**config.mk**
```make
export PLATFORM = sky130hd
export DESIGN_NAME = oam_dma_controller_flat
export DESIGN_NICKNAME = d
export VERILOG_FILES = /design/src/rtl/oam_dma_controller_if.sv /design/src/rtl/oam_dma_controller.sv /design/src/flat_wrapper.sv
export SDC_FILE = /design/constraint.sdc
export NUM_CORES = 1
export LEC_CHECK = 0
export ABC_CLOCK_PERIOD_IN_PS = 1900
export CAP_MARGIN = 10
export CORE_UTILIZATION = 45
export DETAILED_ROUTE_END_ITERATION = 7
export GPL_TIMING_DRIVEN = 0
export PLACE_DENSITY = 0.88
export RECOVER_POWER = 100
export SYNTH_ARGS = -nofsm -noshare
export SYNTH_HDL_FRONTEND = slang
export SYNTH_SLANG_ARGS = --single-unit
```
**constraint.sdc**
```tcl
create_clock -name clk -period 1.9 [get_ports clk]
set_input_delay 0.38 -clock clk [delete_from_list [all_inputs] [get_ports clk]]
set_output_delay 0.38 -clock clk [all_outputs]
set_load 0.02 [all_outputs]
```
**src/rtl/oam_dma_controller_if.sv**
```systemverilog
// CPU-side and memory-side bus bundle for the sprite-DMA sequencer.
// The master modport is the DMA controller; the slave modport is the CPU/memory environment.
interface oam_dma_controller_if;
  logic [15:0] cpu_addr;
  logic [7:0]  cpu_data_out;
  logic        cpu_rw;
  logic        cpu_rdy;
  logic [7:0]  cpu_data_in;
  logic [15:0] mem_addr;
  logic [7:0]  mem_wdata;
  logic        mem_rw;
  logic [7:0]  mem_rdata;
  logic        busy;
  logic        done;

  modport master (
    input  cpu_addr, cpu_data_out, cpu_rw, mem_rdata,
    output cpu_rdy, cpu_data_in, mem_addr, mem_wdata, mem_rw, busy, done
  );

  modport slave (
    output cpu_addr, cpu_data_out, cpu_rw, mem_rdata,
    input  cpu_rdy, cpu_data_in, mem_addr, mem_wdata, mem_rw, busy, done
  );
endinterface

```
**src/rtl/oam_dma_controller.sv**
```systemverilog
// Sprite-DMA sequencer: stalls the CPU and copies a source page to the OAM data port
// with get/put cycle alignment; otherwise passes the CPU bus straight through.
module oam_dma_controller #(
  parameter logic [15:0] DMA_REG_ADDR  = 16'h4014,
  parameter logic [15:0] OAM_DATA_ADDR = 16'h2004,
  parameter int unsigned XFER_LEN      = 256
) (
  input logic                   clk,
  input logic                   rst,
  oam_dma_controller_if.master  bus
);

  localparam logic [7:0] LastIdx = 8'(XFER_LEN - 1);

  typedef enum logic [2:0] {StIdle, StHalt, StAlign, StRead, StWrite} state_e;

  state_e     state_q, state_d;
  logic       cycle_odd_q;
  logic [7:0] idx_q, idx_d;
  logic [7:0] page_q, page_d;
  logic [7:0] data_buf_q, data_buf_d;
  logic       done_q, done_d;

  logic [15:0] mem_addr_c;
  logic [7:0]  mem_wdata_c;
  logic        mem_rw_c;
  logic        cpu_rdy_c;

  always_comb begin
    state_d     = state_q;
    idx_d       = idx_q;
    page_d      = page_q;
    data_buf_d  = data_buf_q;
    done_d      = 1'b0;
    mem_addr_c  = bus.cpu_addr;
    mem_wdata_c = bus.cpu_data_out;
    mem_rw_c    = bus.cpu_rw;
    cpu_rdy_c   = 1'b1;

    unique case (state_q)
      StIdle: begin
        // The trigger write itself still reaches the bus via pass-through.
        if (!bus.cpu_rw && (bus.cpu_addr == DMA_REG_ADDR)) begin
          page_d  = bus.cpu_data_out;
          idx_d   = 8'h00;
          state_d = StHalt;
        end
      end
      StHalt, StAlign: begin
        cpu_rdy_c   = 1'b0;
        mem_rw_c    = 1'b1;
        mem_addr_c  = {page_q, 8'h00};
        mem_wdata_c = 8'h00;
        // An odd halt cycle means the next one is even, so reads can start now.
        if (state_q == StAlign || cycle_odd_q) begin
          state_d = StRead;
        end else begin
          state_d = StAlign;
        end
      end
      StRead: begin
        cpu_rdy_c   = 1'b0;
        mem_rw_c    = 1'b1;
        mem_addr_c  = {page_q, idx_q};
        mem_wdata_c = 8'h00;
        data_buf_d  = bus.mem_rdata;
        state_d     = StWrite;
      end
      StWrite: begin
        cpu_rdy_c   = 1'b0;
        mem_rw_c    = 1'b0;
        mem_addr_c  = OAM_DATA_ADDR;
        mem_wdata_c = data_buf_q;
        idx_d       = idx_q + 8'd1;
        if (idx_q == LastIdx) begin
          done_d  = 1'b1;
          state_d = StIdle;
        end else begin
          state_d = StRead;
        end
      end
      default: state_d = StIdle;
    endcase
  end

  always_ff @(posedge clk) begin
    if (rst) begin
      state_q     <= StIdle;
      cycle_odd_q <= 1'b0;
      idx_q       <= 8'h00;
      page_q      <= 8'h00;
      data_buf_q  <= 8'h00;
      done_q      <= 1'b0;
    end else begin
      state_q     <= state_d;
      cycle_odd_q <= ~cycle_odd_q;
      idx_q       <= idx_d;
      page_q      <= page_d;
      data_buf_q  <= data_buf_d;
      done_q      <= done_d;
    end
  end

  assign bus.mem_addr    = mem_addr_c;
  assign bus.mem_wdata   = mem_wdata_c;
  assign bus.mem_rw      = mem_rw_c;
  assign bus.cpu_rdy     = cpu_rdy_c;
  assign bus.cpu_data_in = bus.mem_rdata;
  assign bus.busy        = (state_q != StIdle);
  assign bus.done        = done_q;

endmodule
```
**src/flat_wrapper.sv**
```systemverilog
// flat-port wrapper written by rule: the top's interface ports become plain ports
module oam_dma_controller_flat 
#(
  parameter logic [15:0] DMA_REG_ADDR  = 16'h4014,
  parameter logic [15:0] OAM_DATA_ADDR = 16'h2004,
  parameter int unsigned XFER_LEN      = 256
)
  (clk, rst, bus_cpu_addr, bus_cpu_data_out, bus_cpu_rw, bus_mem_rdata, bus_cpu_rdy, bus_cpu_data_in, bus_mem_addr, bus_mem_wdata, bus_mem_rw, bus_busy, bus_done);
  oam_dma_controller_if bus_i ();
  input logic clk;
  input logic rst;
  input wire logic [$bits(bus_i.cpu_addr)-1:0] bus_cpu_addr;
  input wire logic [$bits(bus_i.cpu_data_out)-1:0] bus_cpu_data_out;
  input wire logic [$bits(bus_i.cpu_rw)-1:0] bus_cpu_rw;
  input wire logic [$bits(bus_i.mem_rdata)-1:0] bus_mem_rdata;
  output wire logic [$bits(bus_i.cpu_rdy)-1:0] bus_cpu_rdy;
  output wire logic [$bits(bus_i.cpu_data_in)-1:0] bus_cpu_data_in;
  output wire logic [$bits(bus_i.mem_addr)-1:0] bus_mem_addr;
  output wire logic [$bits(bus_i.mem_wdata)-1:0] bus_mem_wdata;
  output wire logic [$bits(bus_i.mem_rw)-1:0] bus_mem_rw;
  output wire logic [$bits(bus_i.busy)-1:0] bus_busy;
  output wire logic [$bits(bus_i.done)-1:0] bus_done;
  assign bus_i.cpu_addr = bus_cpu_addr;
  assign bus_i.cpu_data_out = bus_cpu_data_out;
  assign bus_i.cpu_rw = bus_cpu_rw;
  assign bus_i.mem_rdata = bus_mem_rdata;
  assign bus_cpu_rdy = bus_i.cpu_rdy;
  assign bus_cpu_data_in = bus_i.cpu_data_in;
  assign bus_mem_addr = bus_i.mem_addr;
  assign bus_mem_wdata = bus_i.mem_wdata;
  assign bus_mem_rw = bus_i.mem_rw;
  assign bus_busy = bus_i.busy;
  assign bus_done = bus_i.done;
  oam_dma_controller #(.DMA_REG_ADDR(DMA_REG_ADDR), .OAM_DATA_ADDR(OAM_DATA_ADDR), .XFER_LEN(XFER_LEN)) u_core (.clk(clk), .rst(rst), .bus(bus_i));
endmodule
```
# Word level (Yosys, flattened, before mapping)
# Index checks and enable logic that the tools add are counted.
totals:
  register_bits: 29
  input_bits: 35
  output_inout_bits: 36
  wordCells: 39
classes:
  n_addsub: 1
  n_eq_ne: 7
  muxes: 11
  bitwise: 2
  n_reduce_logical: 12
ops:
  columns: ["op", "n"]
  rows:
  - ["16-bit one-hot mux with 3 select lines", 1]
  - ["8-bit one-hot mux with 2 select lines", 2]
  - ["16-bit by 15-bit equality test with 1-bit output (second input constant)", 1]
  - ["3-bit one-hot mux with 4 select lines", 1]
  - ["8-bit by 1-bit adder with 8-bit output (second input constant)", 1]
  - ["8-bit equality test (second input constant)", 1]
  - ["8-bit 2-to-1 mux", 1]
  - ["3-bit by 2-bit equality test with 1-bit output (second input constant)", 2]
  - ["2-bit AND reduction", 2]
  - ["2-bit OR reduction", 2]
  - ["4-bit OR reduction", 1]
  - ["3-bit by 1-bit equality test with 1-bit output (second input constant)", 1]
  - ["3-bit equality test (second input constant)", 1]
  - ["3-bit logical NOT", 1]
  - ["1-bit 2-to-1 mux", 3]
  - ["3-bit 2-to-1 mux", 1]
  - ["3-bit nonzero test", 1]
  - ["3-bit OR reduction", 1]
  - ["2-bit 2-to-1 mux", 1]
  - ["2-bit by 1-bit != test with 1-bit output (second input constant)", 1]
  - ["1-bit inverter", 2]
  - ["1-bit one-hot mux with 2 select lines", 1]
  - ["2-bit nonzero test", 1]
  - ["1-bit logical AND", 1]
  - ["2 further kinds", 2]

# Logic depth before layout (Yosys ltp)
# Gate-level depths: netlist (run 1).
depth:
  ltp_word: 4
  depth_mapped: 7
  ltp_nobuf: 5

# Worst setup path after synthesis (run 1)
# No wires, ideal clock.
synth_timing:
  path_kind: "register -> output"
  start: "reg u_core.state_q[1]"
  end: "out bus_mem_wdata[0]"
  arrival_ns: 1.489
  required_time_ns: 1.520
  setup_slack_ns: 0.031
  stages_incl_launch_ff: 7
  path_buffers: 3
  cell_sequence: "dfxtp_1 buf_2 or2_1 buf_6 buf_6 mux2i_1 o21ai_0"
synth_via:
  elab_chain_len: 3
  elab_cells_between_ends: 6
  classes_between: "4 x eq/ne; 1 x mux; 1 x reduce/logical"
synth_lines:
  columns: ["element", "line_no", "text"]
  rows:
  - ["start: declaration", "oam_dma_controller.sv:17", "state_e state_q, state_d;"]
  - ["start signal: assignment", "oam_dma_controller.sv:88", "state_q <= StIdle;"]
  - ["start signal: assignment", "oam_dma_controller.sv:95", "state_q <= state_d;"]
  - ["3-bit by 2-bit equality test with 1-bit output / 3-bit by 1-bit equality test with 1-bit output (equally long branches)", "oam_dma_controller.sv:40", "unique case (state_q)"]
  - ["3-bit OR reduction (no line)", null, null]
  - ["8-bit one-hot mux with 2 select lines *", "oam_dma_controller.sv:40", null]
  - ["end: declaration", "flat_wrapper.sv:19", "output wire logic [$bits(bus_i.mem_wdata)-1:0] bus_mem_wdata;"]
# Mark *: on every way between the ends. The rest lies on a longest branch, timed or not.

# Worst setup path after layout (run 1)
layout_timing:
  start: "reg u_core.state_q[1]"
  end: "out bus_mem_addr[1]"
layout_via:
  elab_chain_len: 3
  elab_cells_between_ends: 6
  classes_between: "4 x eq/ne; 1 x mux; 1 x reduce/logical"
layout_lines:
  columns: ["element", "line_no", "text"]
  rows:
  - ["3-bit by 1-bit equality test with 1-bit output / 3-bit by 2-bit equality test with 1-bit output (equally long branches)", "oam_dma_controller.sv:40", null]
  - ["2-bit OR reduction", "oam_dma_controller.sv:40", null]
  - ["16-bit one-hot mux with 3 select lines *", "oam_dma_controller.sv:40", null]
  - ["end: declaration", "flat_wrapper.sv:18", "output wire logic [$bits(bus_i.mem_addr)-1:0] bus_mem_addr;"]
# Marks and branches as above.

==> flow_summary.html, run 1 <==
<table>
<tr><th>Metric</th><th>Value</th></tr>
<tr><th colspan="2">Outcome</th></tr>
<tr><td>Status</td><td>complete, but fails checks</td></tr>
<tr><td>Violations in the final reports</td><td>setup timing</td></tr>
<tr><th colspan="2">Global routing</th></tr>
<tr><td>Global route total overflow</td><td>0</td></tr>
<tr><td>Largest net degree at the start of global routing</td><td>11</td></tr>
<tr><td>Overall track demand over capacity in global routing</td><td>27.60%</td></tr>
<tr><td>First-pass GRT wire length</td><td>9432 um</td></tr>
<tr><td>Via count of the first global-routing pass</td><td>2059</td></tr>
<tr><td>Number of antenna violations at the first check in global routing</td><td>0</td></tr>
<tr><th colspan="2">Die</th></tr>
<tr><td>Core Area</td><td>0.004058 mm2</td></tr>
<tr><td>Total die area</td><td>0.004568 mm2</td></tr>
<tr><td>Placement row count</td><td>23</td></tr>
<tr><td>Horiz. Die Dim</td><td>67.59 um</td></tr>
<tr><td>Die Y-Extent</td><td>67.59 um</td></tr>
<tr><td>IO Pins</td><td>71</td></tr>
<tr><td>Effective utilization at floorplan</td><td>47.70%</td></tr>
<tr><th colspan="2">Timing</th></tr>
<tr><td>Final worst setup slack</td><td>-0.1298 ns</td></tr>
<tr><td>Accumulated negative setup slack</td><td>-1.317 ns</td></tr>
<tr><td>Number of setup violations in the final report</td><td>17</td></tr>
<tr><td>Setup repair after global routing missed its margin</td><td>true</td></tr>
<tr><td>Worst max-slew margin expressed relative to the limit</td><td>64.86%</td></tr>
<tr><td>Pins Over Slew Limit</td><td>0</td></tr>
<tr><td>Max Freq</td><td>492.7 MHz</td></tr>
<tr><td>Time the final worst path needs with I/O delays and setup</td><td>2.030 ns</td></tr>
<tr><td>Worst hold slack across all endpoints</td><td>0.4124 ns</td></tr>
<tr><td>Period Utilization, post-route</td><td>106.8%</td></tr>
<tr><td>Final hold viol count</td><td>0</td></tr>
<tr><td>Least-Margin Pin Slew</td><td>0.5271 ns</td></tr>
<tr><td>Worst clock skew</td><td>0.002034 ns</td></tr>
<tr><th colspan="2">CTS</th></tr>
<tr><td>Clk Latency, worst-skew pair</td><td>0.28 ns</td></tr>
<tr><td>Root buffer cell</td><td>sky130_fd_sc_hd__clkbuf_8</td></tr>
<tr><td>Post-CTS Hold Buffers</td><td>0</td></tr>
<tr><td>Sink Count</td><td>29</td></tr>
<tr><td>Htree depth</td><td>2</td></tr>
<tr><td>Clock tree from TritonCTS</td><td>built</td></tr>
<tr><td>Max clock buf depth</td><td>2</td></tr>
<tr><td>Clock slew at reported path FFs</td><td>0.06 ns</td></tr>
<tr><td>Inserted Clock Buffers</td><td>5</td></tr>
<tr><th colspan="2">Power and ir drop</th></tr>
<tr><td>Switching share of power</td><td>32.52%</td></tr>
<tr><td>Total internal power</td><td>1545 uW</td></tr>
<tr><td>VDD IR-drop max</td><td>0.4094 mV</td></tr>
<tr><td>Final Power</td><td>2290 uW</td></tr>
<tr><td>Switching component of the power</td><td>744.7 uW</td></tr>
<tr><td>Combinational power share</td><td>43.6%</td></tr>
<tr><td>Proportion of power drawn by flip-flops and latches</td><td>27.6%</td></tr>
<tr><td>LEAKAGE</td><td>0.001183 uW</td></tr>
<tr><td>Power density over the cells</td><td>769.4 mW/mm2</td></tr>
<tr><td>Proportion of power drawn by the clock network</td><td>28.8%</td></tr>
<tr><th colspan="2">Placement</th></tr>
<tr><td>Dpl cells</td><td>354</td></tr>
<tr><td>Gpl congestion</td><td>0.8835</td></tr>
<tr><td>Detailed-placement wirelength estimate</td><td>4126 um</td></tr>
<tr><td>Count of port buffers added during placement</td><td>69</td></tr>
<tr><th colspan="2">Drt</th></tr>
<tr><td>Remaining routing DRC violations</td><td>0</td></tr>
<tr><td>First DRT Iteration DRCs</td><td>174</td></tr>
<tr><td>Total number of vias</td><td>2130</td></tr>
<tr><td>Total wire length</td><td>6077 um</td></tr>
<tr><td>Final antenna-violating net count</td><td>0</td></tr>
<tr><td>Wire length per cell after detailed routing</td><td>16.16 um</td></tr>
<tr><td>Detailed-route vias per instance</td><td>5.665</td></tr>
<tr><td>DR pass1 iterations</td><td>4</td></tr>
<tr><th colspan="2">Setup path</th></tr>
<tr><td>Critical path's slowest cell</td><td>sky130_fd_sc_hd__dfxtp_4</td></tr>
<tr><td>CP Launch Type</td><td>register</td></tr>
<tr><td>Worst stage delay on the critical path</td><td>0.36 ns</td></tr>
<tr><td>Endpoint required time on the critical path</td><td>1.52 ns</td></tr>
<tr><td>Most used cell along the critical path</td><td>sky130_fd_sc_hd__buf_6</td></tr>
<tr><td>Kind of capture point of the worst setup path</td><td>primary output</td></tr>
<tr><td>Count of cell instances traversed by the critical path</td><td>7</td></tr>
<tr><td>Crit Path Class</td><td>reg -&gt; out</td></tr>
<tr><td>Delay-heaviest family, CP</td><td>buffers and inverters</td></tr>
<tr><td>Largest fanout on the critical path</td><td>5</td></tr>
<tr><td>CP cell instances</td><td>or2_1 &gt; buf_6 &gt; nand2_4 &gt; nand2_4 &gt; buf_6 &gt; a22o_1 &gt; buf_6</td></tr>
<tr><td>CP Buf/Inv Count</td><td>3</td></tr>
<tr><td>Arrival time of the worst setup path</td><td>1.65 ns</td></tr>
<tr><td>R2R cell count</td><td>5</td></tr>
<tr><th colspan="2">Cells and area</th></tr>
<tr><td>Sequential standard cell area</td><td>591.8 um2</td></tr>
<tr><td>Final Instance Count excl. Fillers</td><td>376</td></tr>
<tr><td>Area Overhead vs Synth</td><td>53.78%</td></tr>
<tr><td>Fraction of final layout cells with drive strength greater than 1</td><td>28.83%</td></tr>
<tr><td>Total Nets Final</td><td>361</td></tr>
<tr><td>Area of combinational cells with multiple inputs</td><td>0.001220 mm2</td></tr>
<tr><td>Total inserted antenna cells</td><td>0</td></tr>
<tr><td>Final core utilization</td><td>73.36%</td></tr>
<tr><td>Filler cell count in the final layout</td><td>303</td></tr>
<tr><th colspan="2">Yosys</th></tr>
<tr><td>Post-synth top cells</td><td>sky130_fd_sc_hd__nand2_1, sky130_fd_sc_hd__dfxtp_1, sky130_fd_sc_hd__mux2i_1, sky130_fd_sc_hd__a21oi_1, sky130_fd_sc_hd__nand2b_1</td></tr>
<tr><td>Post-synth design cell area</td><td>0.001936 mm2</td></tr>
<tr><td>Number of enable flip-flop cells after synthesis</td><td>0</td></tr>
<tr><td>Sequential fraction of the synthesis area</td><td>29.99%</td></tr>
<tr><td>Synth area leaders</td><td>sky130_fd_sc_hd__dfxtp_1, sky130_fd_sc_hd__mux2i_1, sky130_fd_sc_hd__nand2_1</td></tr>
<tr><td>Synth Area per Inst</td><td>8.237 um2</td></tr>
<tr><td>Most common flop cell mapped by yosys</td><td>sky130_fd_sc_hd__dfxtp_1</td></tr>
<tr><td>Share of flip-flops with an asynchronous set or reset</td><td>0%</td></tr>
<tr><td>Yosys top cell area share</td><td>29.99%</td></tr>
<tr><td>Warnings, synthesis</td><td>0</td></tr>
<tr><td>Library cell occupying the most area in the post-synthesis netlist</td><td>sky130_fd_sc_hd__dfxtp_1</td></tr>
<tr><td>Distinct cell type count after synthesis</td><td>46</td></tr>
<tr><td>Cell with the most instances after synthesis</td><td>sky130_fd_sc_hd__nand2_1</td></tr>
<tr><td>Cells after Synth</td><td>235</td></tr>
<tr><td>Seq cells post-synth</td><td>29</td></tr>
<tr><td>Net Count, Synth</td><td>271</td></tr>
<tr><th colspan="2">Min path</th></tr>
<tr><td>Path type of the worst min-delay path</td><td>reg -&gt; reg</td></tr>
<tr><td>Hold path depth</td><td>1</td></tr>
<tr><th colspan="2">Flow run</th></tr>
<tr><td>Number of maximum-capacitance violations</td><td>0</td></tr>
</table>
[final cells by class]
type	instances	share of cell area, %
repair buffers	85	25.73
well taps	50	2.102
multi-input cells	175	40.98
inverters	3	0.4624
flip-flops and latches	29	19.88
clock buffers	7	2.900
clock inverters	1	1.009
plain buffers	26	6.936
[per-layer routing]
layer | track usage (%) | share of wire [%] | up-vias
met5 | 0 | 0 | -
met4 | 10.64 | 1.7 | 0
met3 | 6.250 | 9.7 | 13
met2 | 46.78 | 48 | 117
met1 | 33.44 | 41 | 980
li1 | - | - | 1020
[per-stage QoR]
stage / area [um2] / setup WS [ns]
CTS: 2919 / -0.1167
finish: 2977 / -0.1298
global placement: 2689 / -0.5606
floorplan: 1936 / 0.03053
detailed placement: 2689 / -0.5401
global route: 2977 / -0.1646
[placed cells by master, fill, tap and decap left out, drive strengths merged, types with 3 or more instances in the layout]
master         Yosys  layout
buf               22      59
nand2             38      38
clkdlybuf4s50      0      34
dfxtp             29      29
mux2i             19      19
nand2b            16      16
a21oi             16      16
clkbuf             6      14
a22o              10      10
o21ai             10      10
dlygate4sd2        0       9
nand3              8       8
a31oi              7       7
o22ai              6       6
nor3               6       6
o211ai             5       5
nor2               5       5
nand4              4       4
inv                3       3
nor4               3       3
[flip-flops by register name, summed over array words and instances (netlist names)]
name                cells
u_core.bus.done         1
u_core.state_q          3
u_core.idx_q            8
u_core.page_q           8
u_core.cycle_odd_q      1
u_core.data_buf_q       8
[final timing paths]
check | end | slack, ns | start
max | bus_mem_addr[1] | -0.13 | u_core.state_q[1]$_SDFFE_PP0P_
max reg2reg | u_core.idx_q[7]$_SDFFE_PP0P_ | 0.29 | u_core.idx_q[2]$_SDFFE_PP0P_
min | u_core.cycle_odd_q$_SDFF_PP0_ | 0.41 | u_core.cycle_odd_q$_SDFF_PP0_
min reg2reg | u_core.cycle_odd_q$_SDFF_PP0_ | 0.41 | u_core.cycle_odd_q$_SDFF_PP0_
[logic make-up after synthesis]
family                     share of synthesized area (%)
AOI/OAI and AO/OA                                  19.59
adders and majority gates                          1.228
buffers and inverters                              10.08
DFF                                                29.99
muxes                                              10.41
and+or+nand+nor                                    28.70
[power by group through the flow]
stage / clock network (uW) / registers, uW / logic, uW
after floorplan: 0 / 634 / 501
after global placement: 0 / 634 / 873
after detailed placement: 0 / 635 / 880
after CTS: 660 / 631 / 935
after global routing: 690 / 632 / 1050
final: 660 / 632 / 998
[timing repair]
item	CTS	global route
setup endpoints to repair	35	37
resized for setup	165	25
gates cloned	1	1
setup buffers	10	4
pin swaps	12	10
(Power assumes the default switching activity.)
==> run 2, diff against run 1 <==
--- a/config.mk
+++ b/config.mk
@@ -5,12 +5,12 @@
 export SDC_FILE = /design/constraint.sdc
 export NUM_CORES = 1
 export LEC_CHECK = 0
-export ABC_CLOCK_PERIOD_IN_PS = 1900
+export ABC_CLOCK_PERIOD_IN_PS = 2610
 export CAP_MARGIN = 10
-export CORE_UTILIZATION = 45
+export CORE_UTILIZATION = 48
 export DETAILED_ROUTE_END_ITERATION = 7
 export GPL_TIMING_DRIVEN = 0
-export PLACE_DENSITY = 0.88
+export PLACE_DENSITY = 0.92
 export RECOVER_POWER = 100
 export SYNTH_ARGS = -nofsm -noshare
 export SYNTH_HDL_FRONTEND = slang
==> constraint.sdc (replaced) <==
create_clock -name clk -period 2.61 [get_ports clk]
set_input_delay 0.522 -clock clk [delete_from_list [all_inputs] [get_ports clk]]
set_output_delay 0.522 -clock clk [all_outputs]
set_load 0.02 [all_outputs]
==> flow_summary.html, run 2 (synthesis results as in run 1) <==
<table>
<tr><th>Metric</th><th>Value</th></tr>
<tr><th colspan="2">Cells and area</th></tr>
<tr><td>Fraction of final layout cells with drive strength greater than 1</td><td>13.74% (-15 points)</td></tr>
<tr><td>Commonest cells after routing, fill and taps aside</td><td>sky130_fd_sc_hd__nand2_1, sky130_fd_sc_hd__clkdlybuf4s50_1, sky130_fd_sc_hd__dfxtp_1</td></tr>
<tr><td>Total Nets Final</td><td>348 (-3.6%)</td></tr>
<tr><td>Final Instance Count excl. Fillers</td><td>361 (-4.0%)</td></tr>
<tr><td>Largest regs</td><td>u_core.data_buf_q x8, u_core.idx_q x8, u_core.page_q x8</td></tr>
<tr><td>Commonest non-fill, non-tap cell in the layout</td><td>sky130_fd_sc_hd__nand2_1</td></tr>
<tr><td>Filler cell count in the final layout</td><td>282 (-6.9%)</td></tr>
<tr><td>Final core utilization</td><td>73.89% (+0.53 points)</td></tr>
<tr><td>Total inserted antenna cells</td><td>0 (unchanged)</td></tr>
<tr><td>Area Overhead vs Synth</td><td>43.96%</td></tr>
<tr><th colspan="2">CTS</th></tr>
<tr><td>Max clock buf depth</td><td>2 (unchanged)</td></tr>
<tr><td>Root buffer cell</td><td>sky130_fd_sc_hd__clkbuf_8</td></tr>
<tr><td>Htree depth</td><td>2 (unchanged)</td></tr>
<tr><td>Sink Count</td><td>29 (unchanged)</td></tr>
<tr><td>Clock tree from TritonCTS</td><td>built</td></tr>
<tr><td>Post-CTS Hold Buffers</td><td>0 (unchanged)</td></tr>
<tr><td>Clk Latency, worst-skew pair</td><td>0.28 ns (about the same)</td></tr>
<tr><td>Inserted Clock Buffers</td><td>5 (unchanged)</td></tr>
<tr><td>Clock slew at reported path FFs</td><td>0.06 ns (about the same)</td></tr>
<tr><th colspan="2">Power and ir drop</th></tr>
<tr><td>Proportion of power drawn by flip-flops and latches</td><td>29.6% (+2.0 points)</td></tr>
<tr><td>Switching share of power</td><td>32.74% (+0.22 points)</td></tr>
<tr><td>Combinational power share</td><td>39.2% (-4.4 points)</td></tr>
<tr><td>Switching component of the power</td><td>500.7 uW (-33%)</td></tr>
<tr><td>VDD IR-drop max</td><td>0.4360 mV (+6.5%)</td></tr>
<tr><td>Total internal power</td><td>1029 uW (-33%)</td></tr>
<tr><td>LEAKAGE</td><td>0.001099 uW (-7.1%)</td></tr>
<tr><td>Power density over the cells</td><td>548.9 mW/mm2 (-29%)</td></tr>
<tr><td>Proportion of power drawn by the clock network</td><td>31.2% (+2.4 points)</td></tr>
<tr><th colspan="2">Timing</th></tr>
<tr><td>Worst max-slew margin expressed relative to the limit</td><td>63.40% (-1.5 points)</td></tr>
<tr><td>Time the final worst path needs with I/O delays and setup</td><td>2.563 ns</td></tr>
<tr><td>Period Utilization, post-route</td><td>98.22%</td></tr>
<tr><td>Final hold viol count</td><td>0 (unchanged)</td></tr>
<tr><td>Worst clock skew</td><td>0.001802 ns (-0.0002321 ns)</td></tr>
<tr><td>Least-Margin Pin Slew</td><td>0.5490 ns (+0.02192 ns)</td></tr>
<tr><td>Max Freq</td><td>390.1 MHz</td></tr>
<tr><td>Pins Over Slew Limit</td><td>0 (unchanged)</td></tr>
<tr><td>Number of setup violations in the final report</td><td>0 (-17)</td></tr>
<tr><td>Accumulated negative setup slack</td><td>0 ns (+1.317 ns)</td></tr>
<tr><th colspan="2">Global routing</th></tr>
<tr><td>Global routing usage on met1</td><td>36.53% (+3.1 points)</td></tr>
<tr><td>Global routing's busiest layer</td><td>met2</td></tr>
<tr><td>Number of antenna violations at the first check in global routing</td><td>0 (unchanged)</td></tr>
<tr><td>Largest net degree at the start of global routing</td><td>20 (+9)</td></tr>
<tr><td>Global route total overflow</td><td>0 (unchanged)</td></tr>
<tr><td>Via count of the first global-routing pass</td><td>1955 (-5.1%)</td></tr>
<tr><td>First-pass GRT wire length</td><td>9252 um (-1.9%)</td></tr>
<tr><td>Met3 Track Usage GR</td><td>4.861% (-1.4 points)</td></tr>
<tr><td>Met2 layer usage reported by global route</td><td>46.91% (+0.13 points)</td></tr>
<tr><td>Overall track demand over capacity in global routing</td><td>27.94% (+0.34 points)</td></tr>
<tr><th colspan="2">Setup path</th></tr>
<tr><td>Endpoint required time on the critical path</td><td>2.09 ns (+0.57 ns)</td></tr>
<tr><td>CP cell instances</td><td>buf_2 &gt; or2_1 &gt; buf_6 &gt; nand2_1 &gt; nand2_1 &gt; buf_6 &gt; a22o_1 &gt; dlygate4sd2_1</td></tr>
<tr><td>CP Buf/Inv Count</td><td>4 (+1)</td></tr>
<tr><td>Setup slack, reg-to-reg</td><td>0.99 ns (+0.70 ns)</td></tr>
<tr><td>Startpoint of the lowest-slack register-to-register path</td><td>u_core.state_q[1]$_SDFFE_PP0P_</td></tr>
<tr><td>R2R cell count</td><td>6 (+1)</td></tr>
<tr><td>Worst stage delay on the critical path</td><td>0.33 ns (-0.03 ns)</td></tr>
<tr><td>Capturing point of the worst reg2reg path</td><td>u_core.page_q[0]$_SDFFE_PP0P_</td></tr>
<tr><td>Kind of capture point of the worst setup path</td><td>primary output</td></tr>
<tr><td>Arrival time of the worst setup path</td><td>2.04 ns (+0.39 ns)</td></tr>
<tr><td>Critical path's slowest cell</td><td>sky130_fd_sc_hd__dlygate4sd2_1</td></tr>
<tr><td>Delay-heaviest family, CP</td><td>buffers and inverters</td></tr>
<tr><td>Crit Path Class</td><td>reg -&gt; out</td></tr>
<tr><td>CP Launch Type</td><td>register</td></tr>
<tr><td>Largest fanout on the critical path</td><td>10 (+5)</td></tr>
<tr><th colspan="2">Min path</th></tr>
<tr><td>Path type of the worst min-delay path</td><td>reg -&gt; reg</td></tr>
<tr><td>Worst Hold End</td><td>u_core.cycle_odd_q$_SDFF_PP0_</td></tr>
<tr><td>Hold path depth</td><td>1 (unchanged)</td></tr>
<tr><td>Worst Hold Launch</td><td>u_core.cycle_odd_q$_SDFF_PP0_</td></tr>
<tr><th colspan="2">Drt</th></tr>
<tr><td>Remaining routing DRC violations</td><td>0 (unchanged)</td></tr>
<tr><td>Total number of vias</td><td>2107 (-1.1%)</td></tr>
<tr><td>Total wire length</td><td>5770 um (-5.1%)</td></tr>
<tr><td>Detailed-route vias per instance</td><td>5.837 (+3.0%)</td></tr>
<tr><td>Final antenna-violating net count</td><td>0 (unchanged)</td></tr>
<tr><td>DR pass1 iterations</td><td>4 (unchanged)</td></tr>
<tr><td>Wire length per cell after detailed routing</td><td>15.98 um (-1.1%)</td></tr>
<tr><td>First DRT Iteration DRCs</td><td>157 (-9.8%)</td></tr>
<tr><th colspan="2">Die</th></tr>
<tr><td>Placement row count</td><td>22 (-4.3%)</td></tr>
<tr><td>Horiz. Die Dim</td><td>65.50 um (-3.1%)</td></tr>
<tr><td>Total die area</td><td>0.004290 mm2 (-6.1%)</td></tr>
<tr><td>Effective utilization at floorplan</td><td>51.33% (+3.6 points)</td></tr>
<tr><td>Core Area</td><td>0.003771 mm2 (-7.1%)</td></tr>
<tr><td>IO Pins</td><td>71 (unchanged)</td></tr>
<tr><td>Die Y-Extent</td><td>65.50 um (-3.1%)</td></tr>
<tr><th colspan="2">Flow run</th></tr>
<tr><td>Number of maximum-capacitance violations</td><td>0 (unchanged)</td></tr>
<tr><th colspan="2">Outcome</th></tr>
<tr><td>Status</td><td>finished, final reports clean</td></tr>
<tr><th colspan="2">Placement</th></tr>
<tr><td>Detailed-placement wirelength estimate</td><td>4201 um (+1.8%)</td></tr>
<tr><td>Dpl cells</td><td>352 (-0.56%)</td></tr>
<tr><td>Count of port buffers added during placement</td><td>69 (unchanged)</td></tr>
<tr><td>Gpl congestion</td><td>0.9044 (+2.4%)</td></tr>
</table>
==> run 2: changes by cell type in the layout (fill, tap and decap cells not counted), moves of 3 or more <==
| cell | change |
|---|---|
| sky130_fd_sc_hd__dlygate4sd3_1 | +11 |
| sky130_fd_sc_hd__dlygate4sd2_1 | +9 |
| sky130_fd_sc_hd__o21ai_0 | +5 |
| sky130_fd_sc_hd__dfxtp_1 | +3 |
| sky130_fd_sc_hd__nand2_1 | +4 |
| sky130_fd_sc_hd__buf_6 | -16 |
| sky130_fd_sc_hd__o21ai_1 | -5 |
| sky130_fd_sc_hd__clkbuf_1 | +3 |
| sky130_fd_sc_hd__dfxtp_4 | -3 |
| sky130_fd_sc_hd__buf_4 | -19 |
==> run 2: worst max path at each step <==
stage / cells after the start / from / end / slack [ns]
floorplan: 6 / u_core.state_q[1]$_SDFFE_PP0P_ / bus_mem_wdata[0] / 0.60
global placement: 7 / u_core.state_q[1]$_SDFFE_PP0P_ / bus_mem_addr[2] / -0.04
detailed placement: 7 / u_core.state_q[1]$_SDFFE_PP0P_ / bus_mem_addr[2] / -0.06
CTS: 7 / u_core.state_q[1]$_SDFFE_PP0P_ / bus_mem_addr[2] / -0.03
global route: 8 / u_core.state_q[1]$_SDFFE_PP0P_ / bus_mem_wdata[5] / -0.0007
finish: 8 / u_core.state_q[1]$_SDFFE_PP0P_ / bus_mem_wdata[5] / 0.05
==> run 2: metal layers <==
metal  routed length, um  vias to the layer above
li1                    -                      995
met3                 521                       11
met2                2749                      125
met5                   0                        -
met4                  89                        0
met1                2410                      976
==> run 2: layout make-up <==
cell class	count	area, um2	share of cell area (%)
clock buffer	7	86.33	3.098
tap	48	60.06	2.155
sequential	29	580.6	20.84
multi-input combinational	175	1167	41.89
clock inverter	1	30.03	1.078
timing repair buffer	71	669.4	24.02
buffer	27	181.4	6.511
inverter	3	11.26	0.4041
==> run 2: power groups by stage <==
stage | clock [uW] | combinational, uW | sequential (uW)
6_report | 477 | 600 | 453
2_1_floorplan | 0 | 365 | 461
3_3_place_gp | 0 | 633 | 462
4_1_cts | 480 | 613 | 452
3_5_place_dp | 0 | 641 | 462
5_1_grt | 507 | 634 | 453
==> run 2: what timing repair did <==
action	CTS	global route
buffers inserted	0	2
pin swaps	0	1
resized for setup	24	6
setup endpoints to repair	23	6
==> run 2: metrics by stage <==
stage | hold slack (ns) | worst slack, ns | cell area (um2) | total power, uW
2_1_floorplan | 0.3925 | 0.5985 | 1936 | 826.1
3_3_place_gp | 0.4027 | -0.03694 | 2686 | 1094
3_5_place_dp | 0.4013 | -0.05543 | 2686 | 1103
4_1_cts | 0.4231 | -0.02976 | 2794 | 1545
5_1_grt | 0.4416 | -0.0007372 | 2786 | 1593
6_report | 0.4204 | 0.04654 | 2786 | 1529
==> run 3, diff against run 2 <==
--- a/config.mk
+++ b/config.mk
@@ -7,6 +7,7 @@
 export LEC_CHECK = 0
 export ABC_CLOCK_PERIOD_IN_PS = 2610
 export CAP_MARGIN = 10
+export CORE_ASPECT_RATIO = 1.1
 export CORE_UTILIZATION = 48
 export DETAILED_ROUTE_END_ITERATION = 7
 export GPL_TIMING_DRIVEN = 0
==> flow_summary.html, run 3 (synthesis results as in run 1) <==
<table>
<tr><th>Metric</th><th>Value</th></tr>
<tr><th colspan="2">Die</th></tr>
<tr><td>Core Area</td><td>0.003741 mm2 (-0.80%)</td></tr>
<tr><td>Horiz. Die Dim</td><td>62.55 um (-4.5%)</td></tr>
<tr><td>Placement row count</td><td>23 (+4.5%)</td></tr>
<tr><td>Total die area</td><td>0.004291 mm2 (about the same)</td></tr>
<tr><td>Die Y-Extent</td><td>68.60 um (+4.7%)</td></tr>
<tr><td>IO Pins</td><td>71 (unchanged)</td></tr>
<tr><td>Effective utilization at floorplan</td><td>51.74% (+0.41 points)</td></tr>
<tr><th colspan="2">CTS</th></tr>
<tr><td>Sink Count</td><td>29 (unchanged)</td></tr>
<tr><td>Htree depth</td><td>2 (unchanged)</td></tr>
<tr><td>Clock tree from TritonCTS</td><td>built</td></tr>
<tr><td>Max clock buf depth</td><td>2 (unchanged)</td></tr>
<tr><td>Clk Latency, worst-skew pair</td><td>0.29 ns (about the same)</td></tr>
<tr><td>Clock slew at reported path FFs</td><td>0.06 ns (about the same)</td></tr>
<tr><td>Root buffer cell</td><td>sky130_fd_sc_hd__clkbuf_8</td></tr>
<tr><td>Inserted Clock Buffers</td><td>5 (unchanged)</td></tr>
<tr><th colspan="2">Drt</th></tr>
<tr><td>Detailed-route vias per instance</td><td>5.839 (about the same)</td></tr>
<tr><td>First DRT Iteration DRCs</td><td>132 (-16%)</td></tr>
<tr><td>Wire length per cell after detailed routing</td><td>16.52 um (+3.3%)</td></tr>
<tr><td>Total wire length</td><td>5962 um (+3.3%)</td></tr>
<tr><td>DR pass1 iterations</td><td>5 (+1)</td></tr>
<tr><td>Remaining routing DRC violations</td><td>0 (unchanged)</td></tr>
<tr><td>Final antenna-violating net count</td><td>0 (unchanged)</td></tr>
<tr><td>Total number of vias</td><td>2108 (+0.047%)</td></tr>
<tr><th colspan="2">Timing</th></tr>
<tr><td>Worst clock skew</td><td>0.006945 ns (+0.005143 ns)</td></tr>
<tr><td>Accumulated negative setup slack</td><td>0 ns (unchanged)</td></tr>
<tr><td>Number of setup violations in the final report</td><td>0 (unchanged)</td></tr>
<tr><td>Period Utilization, post-route</td><td>96.12% (-2.1 points)</td></tr>
<tr><td>Time the final worst path needs with I/O delays and setup</td><td>2.509 ns (-0.05476 ns)</td></tr>
<tr><td>Max Freq</td><td>398.6 MHz (+2.2%)</td></tr>
<tr><td>Least-Margin Pin Slew</td><td>0.5383 ns (-0.01069 ns)</td></tr>
<tr><td>Worst max-slew margin expressed relative to the limit</td><td>64.11% (+0.71 points)</td></tr>
<tr><td>Setup repair after global routing missed its margin</td><td>false</td></tr>
<tr><td>Final hold viol count</td><td>0 (unchanged)</td></tr>
<tr><td>Pins Over Slew Limit</td><td>0 (unchanged)</td></tr>
<tr><th colspan="2">Setup path</th></tr>
<tr><td>Startpoint of the lowest-slack register-to-register path</td><td>u_core.state_q[1]$_SDFFE_PP0P_</td></tr>
<tr><td>Crit Path Class</td><td>reg -&gt; out</td></tr>
<tr><td>Kind of capture point of the worst setup path</td><td>primary output</td></tr>
<tr><td>Largest fanout on the critical path</td><td>10 (unchanged)</td></tr>
<tr><td>Arrival time of the worst setup path</td><td>1.99 ns (-0.05 ns)</td></tr>
<tr><td>Endpoint required time on the critical path</td><td>2.09 ns (about the same)</td></tr>
<tr><td>CP Launch Type</td><td>register</td></tr>
<tr><td>Critical Path Start</td><td>u_core.state_q[1]$_SDFFE_PP0P_</td></tr>
<tr><th colspan="2">Placement</th></tr>
<tr><td>Count of port buffers added during placement</td><td>69 (unchanged)</td></tr>
<tr><td>Detailed-placement wirelength estimate</td><td>4325 um (+3.0%)</td></tr>
<tr><td>Dpl cells</td><td>354 (+0.57%)</td></tr>
<tr><td>Gpl congestion</td><td>0.9126 (+0.91%)</td></tr>
<tr><th colspan="2">Min path</th></tr>
<tr><td>Path type of the worst min-delay path</td><td>reg -&gt; reg</td></tr>
<tr><td>Worst Hold Launch</td><td>u_core.cycle_odd_q$_SDFF_PP0_</td></tr>
<tr><th colspan="2">Outcome</th></tr>
<tr><td>Status</td><td>finished, final reports clean</td></tr>
<tr><th colspan="2">Cells and area</th></tr>
<tr><td>Commonest cells after routing, fill and taps aside</td><td>sky130_fd_sc_hd__nand2_1, sky130_fd_sc_hd__clkdlybuf4s50_1, sky130_fd_sc_hd__dfxtp_1</td></tr>
<tr><td>Total Nets Final</td><td>346 (-0.57%)</td></tr>
<tr><td>Final Instance Count excl. Fillers</td><td>361 (unchanged)</td></tr>
<tr><td>Largest regs</td><td>u_core.data_buf_q x8, u_core.idx_q x8, u_core.page_q x8</td></tr>
<tr><td>Commonest non-fill, non-tap cell in the layout</td><td>sky130_fd_sc_hd__nand2_1</td></tr>
<tr><td>Fraction of final layout cells with drive strength greater than 1</td><td>13.50% (-0.23 points)</td></tr>
<tr><td>Area Overhead vs Synth</td><td>43.37%</td></tr>
<tr><td>Total inserted antenna cells</td><td>0 (unchanged)</td></tr>
<tr><th colspan="2">Global routing</th></tr>
<tr><td>Overall track demand over capacity in global routing</td><td>27.73% (-0.21 points)</td></tr>
<tr><td>Global routing's busiest layer</td><td>met2</td></tr>
<tr><td>Global routing usage on met1</td><td>31.64% (-4.9 points)</td></tr>
<tr><td>Met3 Track Usage GR</td><td>5.921% (+1.1 points)</td></tr>
<tr><td>Global route total overflow</td><td>0 (unchanged)</td></tr>
<tr><td>First-pass GRT wire length</td><td>9080 um (-1.9%)</td></tr>
<tr><td>Met2 layer usage reported by global route</td><td>49.59% (+2.7 points)</td></tr>
<tr><td>Number of antenna violations at the first check in global routing</td><td>0 (unchanged)</td></tr>
<tr><td>Largest net degree at the start of global routing</td><td>20 (unchanged)</td></tr>
<tr><td>Via count of the first global-routing pass</td><td>1927 (-1.4%)</td></tr>
<tr><th colspan="2">Flow run</th></tr>
<tr><td>Number of maximum-capacitance violations</td><td>0 (unchanged)</td></tr>
<tr><th colspan="2">Power and ir drop</th></tr>
<tr><td>Power density over the cells</td><td>552.3 mW/mm2 (+0.62%)</td></tr>
<tr><td>LEAKAGE</td><td>0.001080 uW (-1.7%)</td></tr>
<tr><td>VDD IR-drop max</td><td>0.3078 mV (-29%)</td></tr>
</table>
==> run 3: cell count changes in the layout (fill, tap and decap cells not counted) <==
cell	delta
sky130_fd_sc_hd__dlygate4sd2_1	-5
sky130_fd_sc_hd__clkdlybuf4s15_1	+4
sky130_fd_sc_hd__buf_4	-2
sky130_fd_sc_hd__clkbuf_1	+1
sky130_fd_sc_hd__clkdlybuf4s50_1	-1
sky130_fd_sc_hd__dfxtp_1	-1
sky130_fd_sc_hd__dfxtp_2	+1
sky130_fd_sc_hd__dlygate4sd3_1	+1
==> run 3: worst max-delay path, stage by stage, from the launching register on <==
cell	delay (ns)
sky130_fd_sc_hd__dfxtp_1	0.29
sky130_fd_sc_hd__buf_2	0.16
sky130_fd_sc_hd__nor2_4	0.22
sky130_fd_sc_hd__buf_2	0.28
sky130_fd_sc_hd__o22ai_1	0.09
sky130_fd_sc_hd__dlygate4sd3_1	0.65
==> run 3: layout make-up <==
class	count	area, um2
multi-input combinational	175	1167
fill	305	965.9
timing repair buffer	69	654.4
sequential	29	581.8
buffer	27	181.4
clock buffer	7	86.33
tap	50	62.56
clock inverter	1	30.03
inverter	3	11.26
==> run 3: per-layer routing <==
layer | wire length [um] | vias up
met3 | 510 | 24
met4 | 228 | 0
met5 | 0 | -
li1 | - | 994
met2 | 2913 | 136
met1 | 2310 | 954
==> run 3: worst paths after layout <==
path / endpoint / cells after the start / slack [ns]
hold reg to reg: u_core.cycle_odd_q$_SDFF_PP0_ / 1 / 0.41
setup reg to reg: u_core.page_q[2]$_SDFFE_PP0P_ / 6 / 0.98
hold / removal: u_core.cycle_odd_q$_SDFF_PP0_ / 1 / 0.41
setup / recovery: bus_mem_addr[10] / 5 / 0.10
==> run 3: through the flow <==
step / worst slack, ns / hold WS (ns) / power [uW] / area [um2] / util (%)
after floorplan: 0.5985 / 0.3925 / 826.1 / 1936 / -
after global placement: 0.005643 / 0.4013 / 1096 / 2689 / 71.87
after detailed placement: 0.01567 / 0.4064 / 1103 / 2689 / 71.87
after CTS: 0.001429 / 0.4149 / 1555 / 2798 / 74.78
after global routing: 0.003362 / 0.4313 / 1594 / 2775 / 74.18
final: 0.1013 / 0.4121 / 1533 / 2775 / 74.18
==> run 3: repair_timing <==
action                     4_1_cts  5_1_grt
hold buffers                     0        0
gates resized for setup         23       12
setup endpoints to repair       23       13
buffers inserted                 0        0
==> run 3: report_power, final <==
part / total, uW / internal, uW / leakage, uW / switching (uW)
Combinational: 599 / 269 / 0.000787 / 331
Clock: 481 / 311 / 0.0000585 / 170
Sequential: 452 / 449 / 0.000234 / 2.74
Total: 1530 / 1030 / 0.00108 / 504
